==> src/rtl/echo_medidor.sv <==
// Ultrasonic echo width meter: after a start request, times the echo high pulse
// and reports it in whole centimetres, or flags a timeout if no complete echo arrives.
module echo_medidor #(
  parameter int CICLOS_POR_CM  = 2900,
  parameter int TIMEOUT_CICLOS = 1500000,
  parameter int MAX_CM         = 400,
  parameter int DIST_W         = 9
) (
  input  logic              clk,
  input  logic              reset,
  input  logic              start,
  input  logic              echo,
  output logic [DIST_W-1:0] distancia_cm,
  output logic              valid,
  output logic              timeout,
  output logic              busy
);

  localparam int PRESC_W = (CICLOS_POR_CM > 1) ? $clog2(CICLOS_POR_CM) : 1;
  localparam int TMO_W   = (TIMEOUT_CICLOS > 1) ? $clog2(TIMEOUT_CICLOS) : 1;

  localparam logic [PRESC_W-1:0] PRESC_LAST = PRESC_W'(CICLOS_POR_CM - 1);
  localparam logic [TMO_W-1:0]   TMO_LAST   = TMO_W'(TIMEOUT_CICLOS - 1);
  localparam logic [DIST_W-1:0]  CM_MAX     = DIST_W'(MAX_CM);

  typedef enum logic [1:0] {
    IDLE      = 2'd0,
    WAIT_ECHO = 2'd1,
    MEASURE   = 2'd2,
    DONE      = 2'd3
  } state_t;

  state_t state_q, state_d;

  logic echo_s1_q, echo_s2_q, echo_s3_q;

  logic [PRESC_W-1:0] presc_q, presc_d;
  logic [DIST_W-1:0]  cm_q, cm_d;
  logic [TMO_W-1:0]   tmo_q, tmo_d;
  logic [DIST_W-1:0]  dist_q, dist_d;
  logic               valid_q, valid_d;
  logic               timeout_q, timeout_d;
  logic               busy_q, busy_d;

  logic echo_rise;
  logic echo_fall;
  logic tmo_last;
  logic presc_wrap;

  always_comb begin
    echo_rise  = echo_s2_q & ~echo_s3_q;
    echo_fall  = ~echo_s2_q & echo_s3_q;
    tmo_last   = (tmo_q == TMO_LAST);
    presc_wrap = (presc_q == PRESC_LAST);

    state_d   = state_q;
    presc_d   = presc_q;
    cm_d      = cm_q;
    tmo_d     = tmo_q;
    dist_d    = dist_q;
    valid_d   = 1'b0;
    timeout_d = 1'b0;

    case (state_q)
      IDLE: begin
        if (start) begin
          state_d = WAIT_ECHO;
          tmo_d   = '0;
        end
      end

      WAIT_ECHO: begin
        tmo_d = tmo_q + 1'b1;
        // A rise landing on the last window cycle cannot complete an echo in time.
        if (tmo_last) begin
          timeout_d = 1'b1;
          state_d   = IDLE;
        end else if (echo_rise) begin
          state_d = MEASURE;
          presc_d = '0;
          cm_d    = '0;
        end
      end

      MEASURE: begin
        tmo_d = tmo_q + 1'b1;
        // The falling-edge cycle itself still counts toward the pulse width.
        if (presc_wrap) begin
          presc_d = '0;
          if (cm_q < CM_MAX) begin
            cm_d = cm_q + 1'b1;
          end
        end else begin
          presc_d = presc_q + 1'b1;
        end

        if (echo_fall) begin
          state_d = DONE;
          valid_d = 1'b1;
          dist_d  = cm_d;
        end else if (tmo_last) begin
          timeout_d = 1'b1;
          state_d   = IDLE;
        end
      end

      DONE: begin
        state_d = IDLE;
      end

      default: begin
        state_d = IDLE;
      end
    endcase

    busy_d = (state_d != IDLE);
  end

  always_ff @(posedge clk or posedge reset) begin
    if (reset) begin
      state_q   <= IDLE;
      echo_s1_q <= 1'b0;
      echo_s2_q <= 1'b0;
      echo_s3_q <= 1'b0;
      presc_q   <= '0;
      cm_q      <= '0;
      tmo_q     <= '0;
      dist_q    <= '0;
      valid_q   <= 1'b0;
      timeout_q <= 1'b0;
      busy_q    <= 1'b0;
    end else begin
      state_q   <= state_d;
      echo_s1_q <= echo;
      echo_s2_q <= echo_s1_q;
      echo_s3_q <= echo_s2_q;
      presc_q   <= presc_d;
      cm_q      <= cm_d;
      tmo_q     <= tmo_d;
      dist_q    <= dist_d;
      valid_q   <= valid_d;
      timeout_q <= timeout_d;
      busy_q    <= busy_d;
    end
  end

  assign distancia_cm = dist_q;
  assign valid        = valid_q;
  assign timeout      = timeout_q;
  assign busy         = busy_q;

endmodule
==> config.mk <==
export PLATFORM = sky130hd
export DESIGN_NAME = echo_medidor
export DESIGN_NICKNAME = d
export VERILOG_FILES = /design/src/rtl/echo_medidor.sv
export SDC_FILE = /design/constraint.sdc
export NUM_CORES = 1
export LEC_CHECK = 0
export ABC_CLOCK_PERIOD_IN_PS = 4750
export BUFFER_PORTS_ARGS = -buffer_cell sky130_fd_sc_hd__buf_2
export CORE_UTILIZATION = 60
export DETAILED_ROUTE_END_ITERATION = 7
export PLACE_DENSITY = 0.85
export SLEW_MARGIN = 25
export SYNTH_ARGS = -nofsm -noshare
export SYNTH_HDL_FRONTEND = slang
export SYNTH_SLANG_ARGS = --single-unit
export TNS_END_PERCENT = 30
==> constraint.sdc <==
create_clock -name clk -period 4.75 [get_ports clk]
set_input_delay 0.95 -clock clk [delete_from_list [all_inputs] [get_ports clk]]
set_output_delay 0.95 -clock clk [all_outputs]
set_load 0.01 [all_outputs]
# [Word-level counts from Yosys, hierarchy flattened]
# Cells that the tools add are included.
[op_classes] n_addsub=3 order_cmp=1 n_eq_ne=8 muxes=22 bitwise=4 reduce_logical=8
[ops] op="$pmux 21 s2" count=1
[ops] op="$mux 12" count=3
[ops] op="$mux 9" count=4
[ops] op="$pmux 12 s2" count=1
[ops] op="$add 21x1->21 const B" count=1
[ops] op="$eq 21x21->1 const B" count=1
[ops] op="$mux 21" count=1
[ops] op="$pmux 9 s2" count=1
[ops] op="$add 12x1->12 const B" count=1
[ops] op="$eq 12x12->1 const B" count=1
[ops] op="$mux 2" count=5
[ops] op="$add 9x1->9 const B" count=1
[ops] op="$lt 9x9->1 const B" count=1
[ops] op="$pmux 2 s4" count=1
[ops] op="$ne 2x2->1 const B" count=3
[ops] op="$reduce_bool 2->1" count=3
[ops] op="$eq 2x2->1 const B" count=2
[ops] op="$mux 1" count=4
[ops] op="$reduce_and 2->1" count=2
[ops] op="$reduce_and 3->1" count=1
[ops] op="$and 1x1->1" count=2
[ops] op="$eq 2x1->1 const B" count=1
[ops] op="$logic_not 2->1" count=1
[ops] op="$not 1->1" count=2
[ops] op="other kinds (2)" count=2
[word_totals] reg_bits=59 out_inout_bits=12 word_cells=57

# [Longest topological paths before layout]
# Gate-level depths: netlist (run 1).
[logic_depth] ltp_word=6 mapped_depth=8

# [Worst setup path after synthesis (run 1)]
# OpenSTA, ideal clock, no wires.
[synth_timing] path_type="input port to flip-flop" from="input start" to="register tmo_q[6]" setup_time_ps=137 arrival_ps=1892 required_time_ps=4613 slack_ps=2721 stages=5 path_cell_list="mux2i_1 > nor2_1 > and3_1 > xnor2_1 > nor2_1"
[synth_between] elab_chain_len=2
[synth_lines] item="start: declaration" line="11" rtl="input logic start,"
[synth_lines] item="$ne 2x2->1 (no line)"
[synth_lines] item="$reduce_and 2->1 (no line)"
[synth_lines] item="end signal: assignment" line="139" rtl="tmo_q <= tmo_d;"
[synth_lines] item="end: declaration" line="39" rtl="logic [TMO_W-1:0] tmo_q, tmo_d;"
# No other way between the ends.
# A chain may end at the register's enable or synchronous reset.

# [Final worst setup path (run 1)]
[layout_timing] from="register state_q[1]" to="register presc_q[9]"
[layout_between] elab_chain_len=3 elab_cells_between_ends=7 cone_classes="4 x eq/ne; 1 x mux; 2 x reduce/logical"
[layout_lines] item="start: declaration" line="33" rtl="state_t state_q, state_d;"
[layout_lines] item="start signal: assignment" line="133" rtl="state_q <= state_d;"
[layout_lines] item="$eq 2x1->1 / $eq 2x2->1 (equally long branches)" line="64" rtl="case (state_q)"
[layout_lines] item="$ne 2x2->1 (no line) / $reduce_bool 2->1 (equally long branches)"
[layout_lines] item="$reduce_and 3->1 (no line)"
[layout_lines] item="end signal: assignment" line="137" rtl="presc_q <= presc_d;"
[layout_lines] item="end: declaration" line="37" rtl="logic [PRESC_W-1:0] presc_q, presc_d;"
# Several ways; a longest one is shown, not always the timed one.

==> run summary, run 1 <==
The post-route antenna net violation count is 0. Once detailed placement completed, the half-perimeter wirelength came to 4.356 mm. The initial utilization of the core area, before any placement, comes to 63.45%. In this run, synthesis inferred 0 flip-flops with an integrated enable.

After routing, the total negative slack on setup checks comes to 0 ns. The initialized floorplan defines 26 standard-cell rows. CTS built an H-tree with a depth of 3.

After clock tree synthesis, the clock-pin slew on the worst setup and hold paths is 0.06 ns. The power per standard cell area was 442.4 nW/um2; the I/O pin total was 16. The number of max-cap violations was 0.

When the netlist entered floorplanning its net count stood at 349. The run gives 5 as the detailed-routing iteration count for the pre-antenna-repair pass. For flop-to-flop paths, the worst setup slack is 2.05 ns. The worst register-to-register path begins at state_q[1]$_DFF_PP0_. The tools report the type of element capturing the critical path as a register. The number of instances in the synthesized netlist came out at 339.

The achievable clock frequency is 370.4 MHz. The largest area contributor in the synthesized netlist was sky130_fd_sc_hd__dfrtp_1. The logs give 0.2944 mV for the largest vdd supply drop and 2,679 for the count of vias placed by the detailed router.

The arrival time at the worst endpoint came out at 2.94 ns. At the end of the flow, the number of nets in the layout was 364. After routing the design area is 3561 um2.

Shortest clock period the worst path allows after layout: 2.700 ns. After detailed routing, the number of remaining DRC violations is 0. From synthesis to final layout, the design area changed by 8.502%.

Ranked by instance count, the synthesized netlist is headed by 59 x sky130_fd_sc_hd__dfrtp_1, 37 x sky130_fd_sc_hd__nand2_1, 33 x sky130_fd_sc_hd__nor2_1. During synthesis, Yosys emitted a total of 0 warnings. The highest net fanout along the worst path is 33, and the proportion of synthesized flip-flops having asynchronous set or reset is 100.0%. Entering global routing, the biggest net connects 60 pins.

The worst hold path was traced through 0 stages. The count of buffers added on input and output ports is 15. The post-route netlist has 15.32% of its cells at a drive strength greater than 1.

The worst setup path is launched from a register. The tools report the total CTS buffers as 9. The routed design has 6.715 mm of wire. TritonCTS built the clock tree.

The final hold violation count was 0; the per-cell via count in the routed design was 6.245. The buffers inserted during post-CTS setup optimization was 0; the synthesized area was 3282 um2. For the violation count after the first detailed-routing iteration, the log shows 243. The final period utilization is 56.84%. The tools report the hold path startpoint as echo_s1_q$_DFF_PP0_. The width of the die is 75.96 um, and the die height is 75.96 um.

For the worst clock skew, the log shows 0.005966 ns. Setup violations remaining at the end of the flow were counted as 0. The critical path in this run is classified as register to register. Dividing the detail-routed wire length by the instance count gives 15.65 um. Number of antenna violations at the first check in global routing: 0.

In this run the critical register-to-register path is captured at presc_q[9]$_DFFE_PP0P_. At the later pin of the worst-skew pair, clock insertion delay measures 0.34 ns. The layout has 373 filler cells.

Once the clock tree was built, the resizer swapped 0 gates to a different size. The tools report the sum of overflow across all layers after global routing as 0. Across every metal layer, demand over resource in global routing totals 25.80%. The path type of the worst min-delay path was register to register. The final count of pins violating max slew is 0. The root buffer cell chosen for the clock tree is sky130_fd_sc_hd__clkbuf_8. The core region area was 5172 um2; the number of different library cells in the post-synthesis netlist was 63.

The logs give 2 for the maximum buffer depth of the clock tree and 44.99% for the share of the yosys chip area belonging to registers. The placed instances occupy a cell area of 3382 um2. By instance count, the leading cell after synthesis is sky130_fd_sc_hd__dfrtp_1. The measured slew at the worst slew-check pin was 0.7349 ns.

The average cell area after synthesis was 9.681 um2; the share of the synthesized area in the top cell type was 44.99%. The analysis attributes to cell leakage a power of 0.001576 uW. The number of cells on the worst reg-to-reg path is 6. The run finished with clean final reports. After synthesis, the cell types taking the most area are sky130_fd_sc_hd__dfrtp_1 45%, sky130_fd_sc_hd__nand2_1 4.2%, sky130_fd_sc_hd__o21ai_0 4.0%. In this run, synthesis produced a sequential element count of 59. In this run, post-CTS hold repair placed 0 buffers. For the clock sink count, the log shows 59. Setup repair after global routing left no endpoint under its margin.

The global placer's final weighted congestion is 0.8105. The antenna cell count was 0. Flip-flop cell with the highest count after synthesis: sky130_fd_sc_hd__dfrtp_1.

The path with the worst hold slack has its endpoint at echo_s2_q$_DFF_PP0_. The logs give 4.99 ns for the required time reported for the critical path endpoint and 5770 um2 for the die area. The first global-routing pass estimated 11.88 mm of wire. Via count of the first global-routing pass: 2,567. Measured against its own limit, the worst slew margin works out to 51.01%.
placed cells by master, fill, tap and decap left out, types with 8 or more instances in the layout:
master / instances
sky130_fd_sc_hd__dfrtp_1: 59
sky130_fd_sc_hd__and3_1: 9
sky130_fd_sc_hd__a22o_1: 11
sky130_fd_sc_hd__clkbuf_8: 11
sky130_fd_sc_hd__nand2_1: 37
sky130_fd_sc_hd__o21ai_0: 26
sky130_fd_sc_hd__inv_1: 9
sky130_fd_sc_hd__nor2_1: 33
sky130_fd_sc_hd__nand3_1: 20
sky130_fd_sc_hd__buf_2: 15
sky130_fd_sc_hd__o21ai_1: 8
flip-flops by register name, summed over array words and instances (netlist names):
register	count
state_q	2
cm_q	9
tmo_q	21
echo_s3_q	1
echo_s1_q	1
busy	1
distancia_cm	9
echo_s2_q	1
presc_q	12
timeout	1
valid	1
through the flow:
stage          hold slack [ns]  power, uW  util, %  cells  setup WS, ns
3_3_place_gp            0.3328       1145    65.38    413         2.198
5_1_grt                 0.3684       1672    68.84    429         1.834
2_1_floorplan           0.3312       1058        -    339         2.344
6_report                0.3556       1575    68.84    429         2.050
4_1_cts                 0.3598       1576    68.84    429         2.065
3_5_place_dp            0.3484       1165    65.38    413         2.084
layer usage:
layer | vias up | share of wire [%] | wire, um | track usage (%)
met4 | 0 | 2.2 | 148 | 12.31
met1 | 1280 | 47 | 3124 | 35.84
met3 | 18 | 5.3 | 358 | 5.060
li1 | 1280 | - | - | -
met2 | 101 | 46 | 3084 | 38.91
met5 | - | 0 | 0 | 0
how the worst max path moves through the flow:
| stage | startpoint | end |
|---|---|---|
| floorplan | reset | busy$_DFF_PP0_ |
| global route | state_q[1]$_DFF_PP0_ | presc_q[11]$_DFFE_PP0P_ |
| detailed placement | state_q[1]$_DFF_PP0_ | presc_q[9]$_DFFE_PP0P_ |
| CTS | state_q[1]$_DFF_PP0_ | presc_q[9]$_DFFE_PP0P_ |
| global placement | state_q[1]$_DFF_PP0_ | presc_q[8]$_DFFE_PP0P_ |
| finish | state_q[1]$_DFF_PP0_ | presc_q[9]$_DFFE_PP0P_ |
critical path, cell delays in order, from the launching register on:
cell and delay [ns]:
sky130_fd_sc_hd__dfrtp_1 0.38, sky130_fd_sc_hd__inv_1 0.08, sky130_fd_sc_hd__ha_1 0.66, sky130_fd_sc_hd__a21bo_2 0.28, sky130_fd_sc_hd__a31o_2 0.41, sky130_fd_sc_hd__or2_1 0.48
sky130_fd_sc_hd__o31ai_2 0.29
cell families after synthesis:
group / share of synthesized area (%)
adders and majority gates: 2.287
buffers and inverters: 3.621
and+or+nand+nor: 24.90
muxes: 1.944
AOI/OAI and AO/OA: 19.33
xor gates and xnor gates: 2.935
DFF: 44.99
report_power, final:
| group | leakage [uW] | total, uW | switching [uW] | internal [uW] |
|---|---|---|---|---|
| clock | 0.0000949 | 415 | 202 | 214 |
| combinational | 0.000684 | 554 | 384 | 170 |
| sequential | 0.000797 | 606 | 45.5 | 560 |
| total | 0.00158 | 1580 | 631 | 945 |
final cells by class:
| type | instances | area [um2] | area share [%] |
|---|---|---|---|
| inverters | 11 | 41.29 | 1.160 |
| clock inverters | 5 | 27.53 | 0.7730 |
| well taps | 70 | 87.58 | 2.460 |
| repair buffers | 17 | 90.09 | 2.530 |
| clock buffers | 11 | 151.4 | 4.252 |
| multi-input cells | 256 | 1687 | 47.36 |
| flip-flops and latches | 59 | 1476 | 41.46 |
Power figures use the tool's default switching activity.
==> run 2: changes to the inputs <==
- ABC_CLOCK_PERIOD_IN_PS: 4750 -> 2830
- clock period: 4.75 -> 2.83 ns (I/O delays scaled with it)
==> run summary, run 2 (same netlist as run 1, synthesis figures left out) <==
The logs give 0 (unchanged) for the detailed-route DRC error count and 0.006134 ns (was 0.005966 ns) for the worst clock skew. The power per standard cell area came out at 772.4 nW/um2 (was 442.4 nW/um2). The flow ran to the end, and the final reports show no timing, DRC or antenna violations.

The total routing resource utilization after global routing was 25.32% (was 25.80%); the achievable clock frequency was 423.8 MHz (was 370.4 MHz). The CTS clock-pin slew for the worst setup and hold paths works out to 0.07 ns (was 0.06 ns). The average wire length per cell after detail routing came out at 15.64 um (was 15.65 um). The highest-delay cell along the critical path was sky130_fd_sc_hd__a31o_2 (was sky130_fd_sc_hd__ha_1). The tools report the detailed-routing iteration count for the pre-antenna-repair pass as 4 (was 5). Largest regs: tmo_q: 21 flops, presc_q: 12 flops (unchanged). Leakage power of the design: 0.001600 uW (was 0.001576 uW). The count of standard-cell rows was 26 (unchanged); the first-pass GRT wire length was 11.61 mm (was 11.88 mm). The required time reported for the critical path endpoint was 3.05 ns (was 4.99 ns). For the final cell count without fillers, the log shows 433 (was 429).

The tools report the number of cells after detailed placement as 417 (was 413). The run gives 0.3365 ns (was 0.3556 ns) as the smallest hold slack. The count of hold buffers inserted by post-cts repair came out at 0 (unchanged). The maximum buffer depth of the clock tree is 2 (unchanged). Largest vdd supply drop: 0.5337 mV (was 0.2944 mV).

The post-cts resize count is 0 (unchanged). The path type of the worst min-delay path is input pin to register (was register to register). The logs give 49.67% (was 51.01%) for the normalized max-slew margin and 3412 um2 (was 3382 um2) for the standard cell area after detailed placement.

The setup TNS after final layout was 0 ns (unchanged). For the violation count after the first detailed-routing iteration, the log shows 215 (was 243). The category of the worst setup path launch point is a register (unchanged). The clock latency of the later-clocked register in the worst-skew pair is 0.34 ns (about the same).

The class of the most critical setup path was register to register (unchanged). The antenna cell count was 0 (unchanged); the number of filler instances in the final layout was 395 (was 373). For the core region area, the log shows 5172 um2 (unchanged). The tools report the type of element capturing the critical path as a register (unchanged). The run gives 0 (unchanged) as the post-route antenna net violation count.

The measured slew at the worst slew-check pin works out to 0.7539 ns (was 0.7349 ns). The buffers inserted during post-CTS setup optimization is 0 (unchanged). Crit-path cells: ha_1 -> nand3_2 -> nor4_4 -> a31o_2 -> buf_4 -> nor3_1 -> a211o_1 (was inv_1 -> ha_1 -> a21bo_2 -> a31o_2 -> or2_1 -> o31ai_2). The largest net degree at the start of global routing was 39 (was 60).

The highest net fanout along the worst path is 18 (was 33), and the post-detailed-placement half-perimeter wirelength is 4.684 mm (was 4.356 mm). The wire length after detailed routing is 6.770 mm (was 6.715 mm), and the sum of overflow across all layers after global routing is 0 (unchanged). The commonest non-fill, non-tap cell in the layout is sky130_fd_sc_hd__dfrtp_1 (unchanged). The register containing the most flip-flops in the final layout is tmo_q (unchanged). The run gives 368 (was 364) as the number of nets in the layout. Sum of buffers and inverters on the critical path: 1 (unchanged). The global placer's final weighted congestion came out at 0.8141 (was 0.8105).

The run gives 9 (unchanged) as the total CTS buffers. For the clock sink count, the log shows 59 (unchanged). The final period utilization came out at 83.38% (was 56.84%). The logs give 69.86% (was 68.84%) for the core utilization of the finished layout and 5770 um2 (unchanged) for the die area. Die height: 75.96 um (unchanged).

The layout overhead on the synthesized area was 10.10% (was 8.502%). The kind of cell adding the most delay to the critical path was compound AO/OA/AOI/OAI gates (unchanged). The width of the die is 75.96 um (unchanged), and the count of vias placed by the detailed router is 2,700 (was 2,679). TritonCTS built the clock tree. The tools report the final hold violation count as 0 (unchanged). The run gives 0 (unchanged) as the number of antenna violations at the first check in global routing. The final count of pins violating max slew was 0 (unchanged). The CTS root buffer was sky130_fd_sc_hd__clkbuf_8 (unchanged). The via count of the first global-routing pass is 2,482 (was 2,567), and the per-cell via count in the routed design is 6.236 (was 6.245).

The number of max-cap violations was 0 (unchanged). The total setup violations reported at the end of the flow is 0 (unchanged). Top library cells by usage in the layout, fill and taps aside: 59 x sky130_fd_sc_hd__dfrtp_1, 37 x sky130_fd_sc_hd__nand2_1, 33 x sky130_fd_sc_hd__nor2_1 (unchanged). The shortest clock period the worst path allows after layout was 2.360 ns (was 2.700 ns); the worst stage delay on the critical path was 0.43 ns (was 0.66 ns). The run gives 63.45% (unchanged) as the effective utilization at floorplan.

The number of port buffers was 15 (unchanged). The H-tree depth came out at 3 (unchanged). The run gives 2.58 ns (was 2.94 ns) as the arrival time at the worst endpoint.

Setup repair after global routing left no endpoint under its margin. The layout cell share with drive strength beyond 1 is 16.25% (was 15.32%), and the number of flip-flops under the largest register name is 21 (unchanged). The design area came out at 3613 um2 (was 3561 um2).

The tools report the I/O pin total as 16 (unchanged).
==> run 2: cell count changes in the layout (fill, tap and decap cells not counted) <==
cell	previous run	this run
sky130_fd_sc_hd__bufinv_16	0	1
sky130_fd_sc_hd__clkinv_4	0	3
sky130_fd_sc_hd__clkinv_2	4	1
sky130_fd_sc_hd__inv_6	0	1
sky130_fd_sc_hd__buf_4	2	6
sky130_fd_sc_hd__clkbuf_8	11	9
==> run 2: layout make-up <==
cell class	instances	area, um2	area share (%)
Clock inverter	7	77.57	2.147
Sequential cell	59	1476	40.86
Tap cell	70	87.58	2.424
Timing Repair Buffer	21	120.1	3.324
Inverter	11	41.29	1.143
Clock buffer	9	123.9	3.428
Multi-Input combinational cell	256	1687	46.68
==> run 2: worst paths after layout <==
| path | startpoint | to | slack [ns] | depth (start not counted) |
|---|---|---|---|---|
| max in group asynchronous | reset | presc_q[0]$_DFFE_PP0P_ | 1.80 | 3 |
| setup / recovery | tmo_q[0]$_DFFE_PP0P_ | presc_q[10]$_DFFE_PP0P_ | 0.47 | 7 |
| min in group asynchronous | reset | tmo_q[12]$_DFFE_PP0P_ | 0.36 | 2 |
| setup reg to reg | tmo_q[0]$_DFFE_PP0P_ | presc_q[10]$_DFFE_PP0P_ | 0.47 | 7 |
| hold reg to reg | echo_s1_q$_DFF_PP0_ | echo_s2_q$_DFF_PP0_ | 0.36 | 0 |
| hold / removal | echo | echo_s1_q$_DFF_PP0_ | 0.34 | 1 |
==> run 2: routing by layer <==
layer | global-route usage [%] | up-vias | share of wire, %
li1 | - | 1289 | -
met1 | 34.50 | 1334 | 46
met2 | 39.27 | 69 | 48
met3 | 5.663 | 8 | 5.0
met4 | 10.38 | 0 | 1.5
met5 | 0 | - | 0
==> run 2: power breakdown <==
part | internal [uW] | leakage (uW) | switching, uW
logic | 323 | 0.000703 | 679
clock network | 412 | 0.0000998 | 356
registers | 940 | 0.000797 | 81.1
==> run 2: stage by stage <==
step	setup slack [ns]	total power (uW)
2_1_floorplan	0.8077	1775
3_3_place_gp	0.6116	1972
3_5_place_dp	0.4977	2016
4_1_cts	0.4659	2794
5_1_grt	0.2931	2966
6_report	0.4704	2791
